## src/rtl/avalon_ram.sv

```systemverilog
// Word-organised RAM acting as the Avalon-MM slave of the MIPS CPU in simulation,
// with one wait state per bus access and a level-sensitive side-band program loader.
module avalon_ram #(
  parameter int ADDR_BITS = 8
) (
  input  logic        clk,
  input  logic        RAM_Reset,
  input  logic [31:0] address,
  input  logic        write,
  input  logic        read,
  output logic        waitrequest,
  input  logic [31:0] writedata,
  input  logic [3:0]  byteenable,
  output logic [31:0] readdata,
  input  logic [31:0] instruction,
  input  logic        inst_input,
  input  logic [7:0]  inst_addr
);

  localparam int IW    = ADDR_BITS - 2;
  localparam int WORDS = 1 << IW;

  logic [31:0]   mem [WORDS];
  logic          pending;
  logic          req;
  logic          ld_hit;
  logic [IW-1:0] bus_idx;
  logic [IW-1:0] ld_idx;
  logic [31:0]   merge_word;

  // Bus writes are merged at the completion edge and applied through the
  // storage latch in the following cycle, so a loader update and a bus write
  // share one storage element.
  logic          wr_en_q;
  logic [IW-1:0] wr_idx_q;
  logic [31:0]   wr_word_q;

  logic          unused_bits;
  assign unused_bits = ^{address[31:ADDR_BITS], address[1:0], inst_addr[1:0]};

  assign bus_idx = address[ADDR_BITS-1:2];
  assign ld_idx  = IW'(inst_addr[7:2]);
  assign req     = read | write;
  assign ld_hit  = inst_input & (ld_idx == bus_idx);

  // Handshake: a request (read or write) is stalled with waitrequest=1 for one
  // cycle while pending=0; the following cycle (pending=1) is the completion
  // cycle with waitrequest=0. Dropping the request during the stall abandons it.
  assign waitrequest = req & ~pending & ~RAM_Reset;
  assign readdata    = (read & pending & ~RAM_Reset) ? mem[bus_idx] : 32'h0;

  always_comb begin
    merge_word = mem[bus_idx];
    for (int i = 0; i < 4; i++) begin
      if (byteenable[i]) merge_word[8*i +: 8] = writedata[8*i +: 8];
    end
  end

  always_ff @(posedge clk or posedge RAM_Reset) begin
    if (RAM_Reset) begin
      pending   <= 1'b0;
      wr_en_q   <= 1'b0;
      wr_idx_q  <= '0;
      wr_word_q <= 32'h0;
    end else begin
      pending   <= req & ~pending;
      // A loader write to the same word at the completion edge wins.
      wr_en_q   <= write & pending & ~ld_hit;
      wr_idx_q  <= bus_idx;
      wr_word_q <= merge_word;
    end
  end

  // Storage is level-sensitive: the loader is not clock-qualified and must
  // capture every change of inst_addr/instruction between clock edges.
  always_latch begin
    if (RAM_Reset) begin
      for (int i = 0; i < WORDS; i++) mem[i] = 32'h0;
    end else begin
      if (wr_en_q) mem[wr_idx_q] = wr_word_q;
      if (inst_input) mem[ld_idx] = instruction;
    end
  end

endmodule

```

## config.mk

```make
export PLATFORM = sky130hd
export DESIGN_NAME = avalon_ram
export DESIGN_NICKNAME = d
export VERILOG_FILES = /design/src/rtl/avalon_ram.sv
export SDC_FILE = /design/constraint.sdc
export NUM_CORES = 2
export LEC_CHECK = 0
export BUFFER_PORTS_ARGS = -buffer_cell sky130_fd_sc_hd__buf_2
export CAP_MARGIN = 20
export CELL_PAD_IN_SITES_DETAIL_PLACEMENT = 1
export CELL_PAD_IN_SITES_GLOBAL_PLACEMENT = 1
export CORE_MARGIN = 2
export CORE_UTILIZATION = 49
export CTS_CLUSTER_SIZE = 14
export DETAILED_ROUTE_END_ITERATION = 10
export GPL_TIMING_DRIVEN = 1
export PLACE_DENSITY = 0.93
export SYNTH_ARGS = -nofsm -noshare
export SYNTH_HDL_FRONTEND = slang
export SYNTH_SLANG_ARGS = --single-unit
```

## constraint.sdc

```tcl
create_clock -name clk -period 4.4 [get_ports clk]
set_input_delay 0.22 -clock clk [delete_from_list [all_inputs] [get_ports clk]]
set_output_delay 0.22 -clock clk [all_outputs]
set_load 0.01 [all_outputs]
```

# Word-level counts from Yosys, hierarchy flattened
# Cells that the tools add are included.
# totals
regBits,40
latch_bits,2048
inputBits,113
elab_cells,22566
# classes
n_lt_le_gt_ge,5
eq_ne,1
n_mux,20492
n_bitwise,14
reduce_logical,2
# ops
operator,count
two-way mux 1 bit,20480
demux 32 bit (select 6 bit),2
binary-select mux 32 bit (select 6 bit),1
two-way mux 32 bit,5
two-way mux 8 bit,4
"greater-or-equal comparator 7 bit, second input constant",3
NOT 6 -> 7 bit,3
"less-than comparator 7 x 1 -> 1 bit, second input constant",2
AND 1 bit,7
equality test 6 bit,1
NOT 1 bit,3
logical AND 1 bit,2
OR 1 bit,1

# Longest topological paths before layout
# logic_depth
word_depth,10
mapped_depth,11
ltp_nobuf,5

==> results.md <==
- Switching power share of the total: 54.6%
- Total clock buffers created by CTS: 5
- Cell Count, Final, Fillers Out: 12600
- Placeable Area: ~0.16 sq mm
- Final setup slack of the worst path: 0.435 ns
- Pin count of the biggest net entering global routing: 288
- Total of cells resized after clock tree synthesis: 0
- Synth top area share: 38.1%
- Cell occurring most often along the worst timing path: sky130_fd_sc_hd__buf_12
- Relative area change from synthesis to final layout: 1.71%
- Final global-route overflow total: 0
- Post-CTS setup repair buffer count: 0
- Setup crit end kind: output port
- Startpoint kind of the worst setup timing path: input port
- Simple-gate area share of the yosys netlist: 22.3%
- Class of the most critical setup path: input port to output port
- Most common library cell in the layout ignoring fill and taps: sky130_fd_sc_hd__nand2_1
- Reg power frac: 28.3%
- Class of the tightest hold or removal check: input port to flip-flop
- Hold violation total from the final report: 0
- Cell count after synthesis: 11300
- Leading cell types in the layout, fill and taps excluded: sky130_fd_sc_hd__nand2_1, sky130_fd_sc_hd__a21oi_1, sky130_fd_sc_hd__dlxtp_1
- Kind of cell adding the most delay to the critical path: buffers and inverters
- TritonCTS clock tree: done
- PwrDens: between 100 and 150 mW/mm^2
- Internal power: 0.00444 W
- Flip-flop cell with the highest count after synthesis: sky130_fd_sc_hd__dlxtp_1
- Netlist area before placement: 0.0806 sq mm
- Drt pass-1 iters: 8
- Vias per cell: 7.04
- Run status: finished clean
- Crit path time final: roughly 4.0 ns
- Count of distinct cell types in the synthesized netlist: 69
- Total number of yosys warnings: 0
- Net count of the mapped netlist: 11400
- Largest stage delay, worst path: roughly 0.81 ns
- Arrival time reported for the critical path endpoint: around 3.8 ns
- Combinational fraction of design power: 67.2%
- RePlAce Congestion: about 1.0
- Sum of routed wire length over all layers: 401 mm
- CTS max path bufs: 2
- Overall via count from detail_route: slightly below 90000
- Async SR Flop Fraction: 1.92%
- Leakage power figure: 36.7 nW
- Largest fanout on the critical path: 54
- Std-Cell Rows: 148
- Boundary pin count: 146
- Unrepaired setup endpoints after global routing: no
- DR top layer: met5
- Layout cell share with drive strength beyond 1: 10.2%
- Number of enable-type register cells in the synthesized netlist: 0
- Global-route wire length before repair: slightly below 600 mm
- Worst slack after detailed placement: 0.706 ns
- Number of hold buffers added after cts: 0
- Switching power: between 0.005 and 0.006 W
- Critical path's slowest cell: sky130_fd_sc_hd__o22ai_1
- Cell type contributing the most total cell area after synthesis: sky130_fd_sc_hd__dlxtp_1
- Worst clock skew on the final layout: 0.00239 ns
- CTS root buf: sky130_fd_sc_hd__clkbuf_16
- FMAX: 252 MHz
- Routed wire length per instance: 31.8 microns
- Adder-cell area share of the yosys netlist: 0%
- Largest family of logic cells by synthesized area: simple AND/OR/NAND/NOR gates
- Number of storage elements in the synthesis netlist: 2088
- Initial antenna violation count: 37
- Worst rel slew slack: 4.55%
- Area enclosed by the die boundary: 0.168 sq mm
- Compound-Gate Fraction of Synth Area: 16.6%
- Fill cells: 20700
- Die Y: between 400 and 500 microns
- Placed Instances: 12600
- Met2 WL: 165 mm
- Required time of the worst setup path: 4.18 ns
- Post-DRT Antenna Nets: 0
- Synthesized-area fraction occupied by xor and xnor cells: 0.0652%
- Met3 WL post-DR: 63.5 mm
- Worst VDD drop: roughly 0.18 mV
- Per-instance average area after synthesis: 7.16 sq um
- Residual DRC: 0
- Metal1 wirelength: about 130 mm
- Width of the chip: a little over 400 microns
- Share of total power in the clock network: roughly 4.4%
- Number of levels the H-tree was split into: 2
- Clock insertion delay at the later pin of the skew report: 0.33 ns
- Port Buf Inserts: 117
- Cell types with the largest area share after synthesis: sky130_fd_sc_hd__dlxtp_1, sky130_fd_sc_hd__nand2_1, sky130_fd_sc_hd__a21oi_1, sky130_fd_sc_hd__mux4_2, sky130_fd_sc_hd__clkbuf_1
- Worst hold margin: 0.151 ns
- DRT iter0 DRCs: 15600
- Number of register pins that no clock reaches: 2048
- WP buf/inv: 4
- Post-synthesis mux area share: 14.6%
- Clock transition at path regs: 0.08 ns
- Number of nets at the end of the flow: 10500
- HPWL reported at the end of detailed placement: 245 mm
- Fin. max-slew vios: 0
- Total routing usage reported by global routing: 46.0%
- Count of endpoints without a timing constraint: between 2000 and 2500
- Measured slew at the worst slew-check pin: 1.43 ns
- Critical path cell sequence: buf_8 -> buf_12 -> buf_12 -> mux4_2 -> o22ai_1 -> or4_1 -> a21oi_1 -> buf_2
- Via count of the first global-routing pass: 90700
- Initial standard-cell utilization of the core: 49.4%
- Final total negative setup slack: 0 ns
- Post-route fraction of the period consumed by the critical path: approximately 90%
- Max-cap check violation count: 0
- Final Setup Violations: 0
-- metrics by stage --
| stage | util (%) | power, W | area [sq um] |
|---|---|---|---|
| floorplan | - | 0.00648 | 80600 |
| global placement | 49.9 | 0.00838 | 81400 |
| detailed placement | 50.0 | 0.00885 | 81600 |
| CTS | 50.1 | 0.00930 | 81700 |
| global route | 50.2 | 0.0100 | 82000 |
| finish | 50.3 | 0.00978 | 82000 |
-- logic make-up after synthesis --
| kind of cell | after synthesis |
|---|---|
| compound gates | 2490 |
| xor+xnor | 6 |
| buf+inv | 1317 |
| flops | 40 |
| latches | 2048 |
| mux | 718 |
| simple gates | 4645 |
-- power by group through the flow --
stage / sequential, W / clock [W] / combinational [W]
2_1_floorplan: 0.00236 / 0 / 0.00413
3_3_place_gp: 0.00266 / 0 / 0.00572
3_5_place_dp: 0.00273 / 0 / 0.00612
4_1_cts: 0.00273 / 0.000428 / 0.00615
5_1_grt: 0.00281 / 0.000431 / 0.00681
6_report: 0.00277 / 0.000433 / 0.00658
-- synth_stat cells (6+ instances only) --
library cell                   n
sky130_fd_sc_hd__buf_2        57
sky130_fd_sc_hd__o21ai_1      10
sky130_fd_sc_hd__a221oi_1     22
sky130_fd_sc_hd__buf_1       200
sky130_fd_sc_hd__a21oi_1    2103
sky130_fd_sc_hd__and2_1       14
sky130_fd_sc_hd__nor3_1       14
sky130_fd_sc_hd__nand2_1    4267
sky130_fd_sc_hd__nand3_1      91
sky130_fd_sc_hd__mux2i_1     285
sky130_fd_sc_hd__a31o_1       16
sky130_fd_sc_hd__nand2b_1      8
sky130_fd_sc_hd__dlxtp_1    2048
sky130_fd_sc_hd__or4_1        15
sky130_fd_sc_hd__o211ai_1     31
sky130_fd_sc_hd__nor2b_1      24
sky130_fd_sc_hd__a22o_1       37
sky130_fd_sc_hd__buf_6        39
sky130_fd_sc_hd__buf_4        50
sky130_fd_sc_hd__mux2_2       76
sky130_fd_sc_hd__a31oi_1      34
sky130_fd_sc_hd__mux4_2      342
sky130_fd_sc_hd__nand4_1      16
sky130_fd_sc_hd__inv_1         9
sky130_fd_sc_hd__and3_1        9
sky130_fd_sc_hd__a22oi_1     104
sky130_fd_sc_hd__or3_1        26
sky130_fd_sc_hd__a32oi_1       7
sky130_fd_sc_hd__nor2_1      128
sky130_fd_sc_hd__nand3b_1      6
sky130_fd_sc_hd__mux4_1       15
sky130_fd_sc_hd__o22ai_1      90
sky130_fd_sc_hd__clkbuf_1    950
sky130_fd_sc_hd__o2bb2ai_1     6
sky130_fd_sc_hd__dfrtp_1      40
-- flip-flops by register name (all words and copies together) (netlist names) --
register	flops
mem	2048
pending	1
wr_en_q	1
wr_idx_q	6
wr_word_q	32
-- metal layers --
| metal | up-vias | track usage (%) |
|---|---|---|
| li1 | 35400 | - |
| met1 | 43000 | 54.4 |
| met3 | 2425 | 16.7 |
| met2 | 7922 | 66.7 |
| met5 | - | 0 |
| met4 | 38 | 38.1 |
-- worst paths after layout --
kind / from / end / slack, ns / depth (start not counted)
max: address[2] / readdata[24] / 0.43 / 8
min: byteenable[0] / wr_word_q[6]$_DFF_PP0_ / 0.15 / 2
max reg2reg: pending$_DFF_PP0_ / wr_en_q$_DFF_PP0_ / 3.68 / 1
min reg2reg: pending$_DFF_PP0_ / pending$_DFF_PP0_ / 0.56 / 1
max in group asynchronous: RAM_Reset / wr_word_q[5]$_DFF_PP0_ / 2.80 / 4
min in group asynchronous: RAM_Reset / pending$_DFF_PP0_ / 0.28 / 3
-- final cells by class --
type / instances / area (sq um) / area share, %
diodes: 21 / 52.6 / 0.0641
clock buffers: 5 / 125 / 0.153
clock inverters: 3 / 18.8 / 0.0229
inverters: 10 / 38.8 / 0.0473
multi-input cells: 7859 / 43700 / 53.3
flip-flops and latches: 2088 / 31800 / 38.8
well taps: 2175 / 2720 / 3.32
repair buffers: 441 / 3570 / 4.36
(Power assumes the default switching activity.)
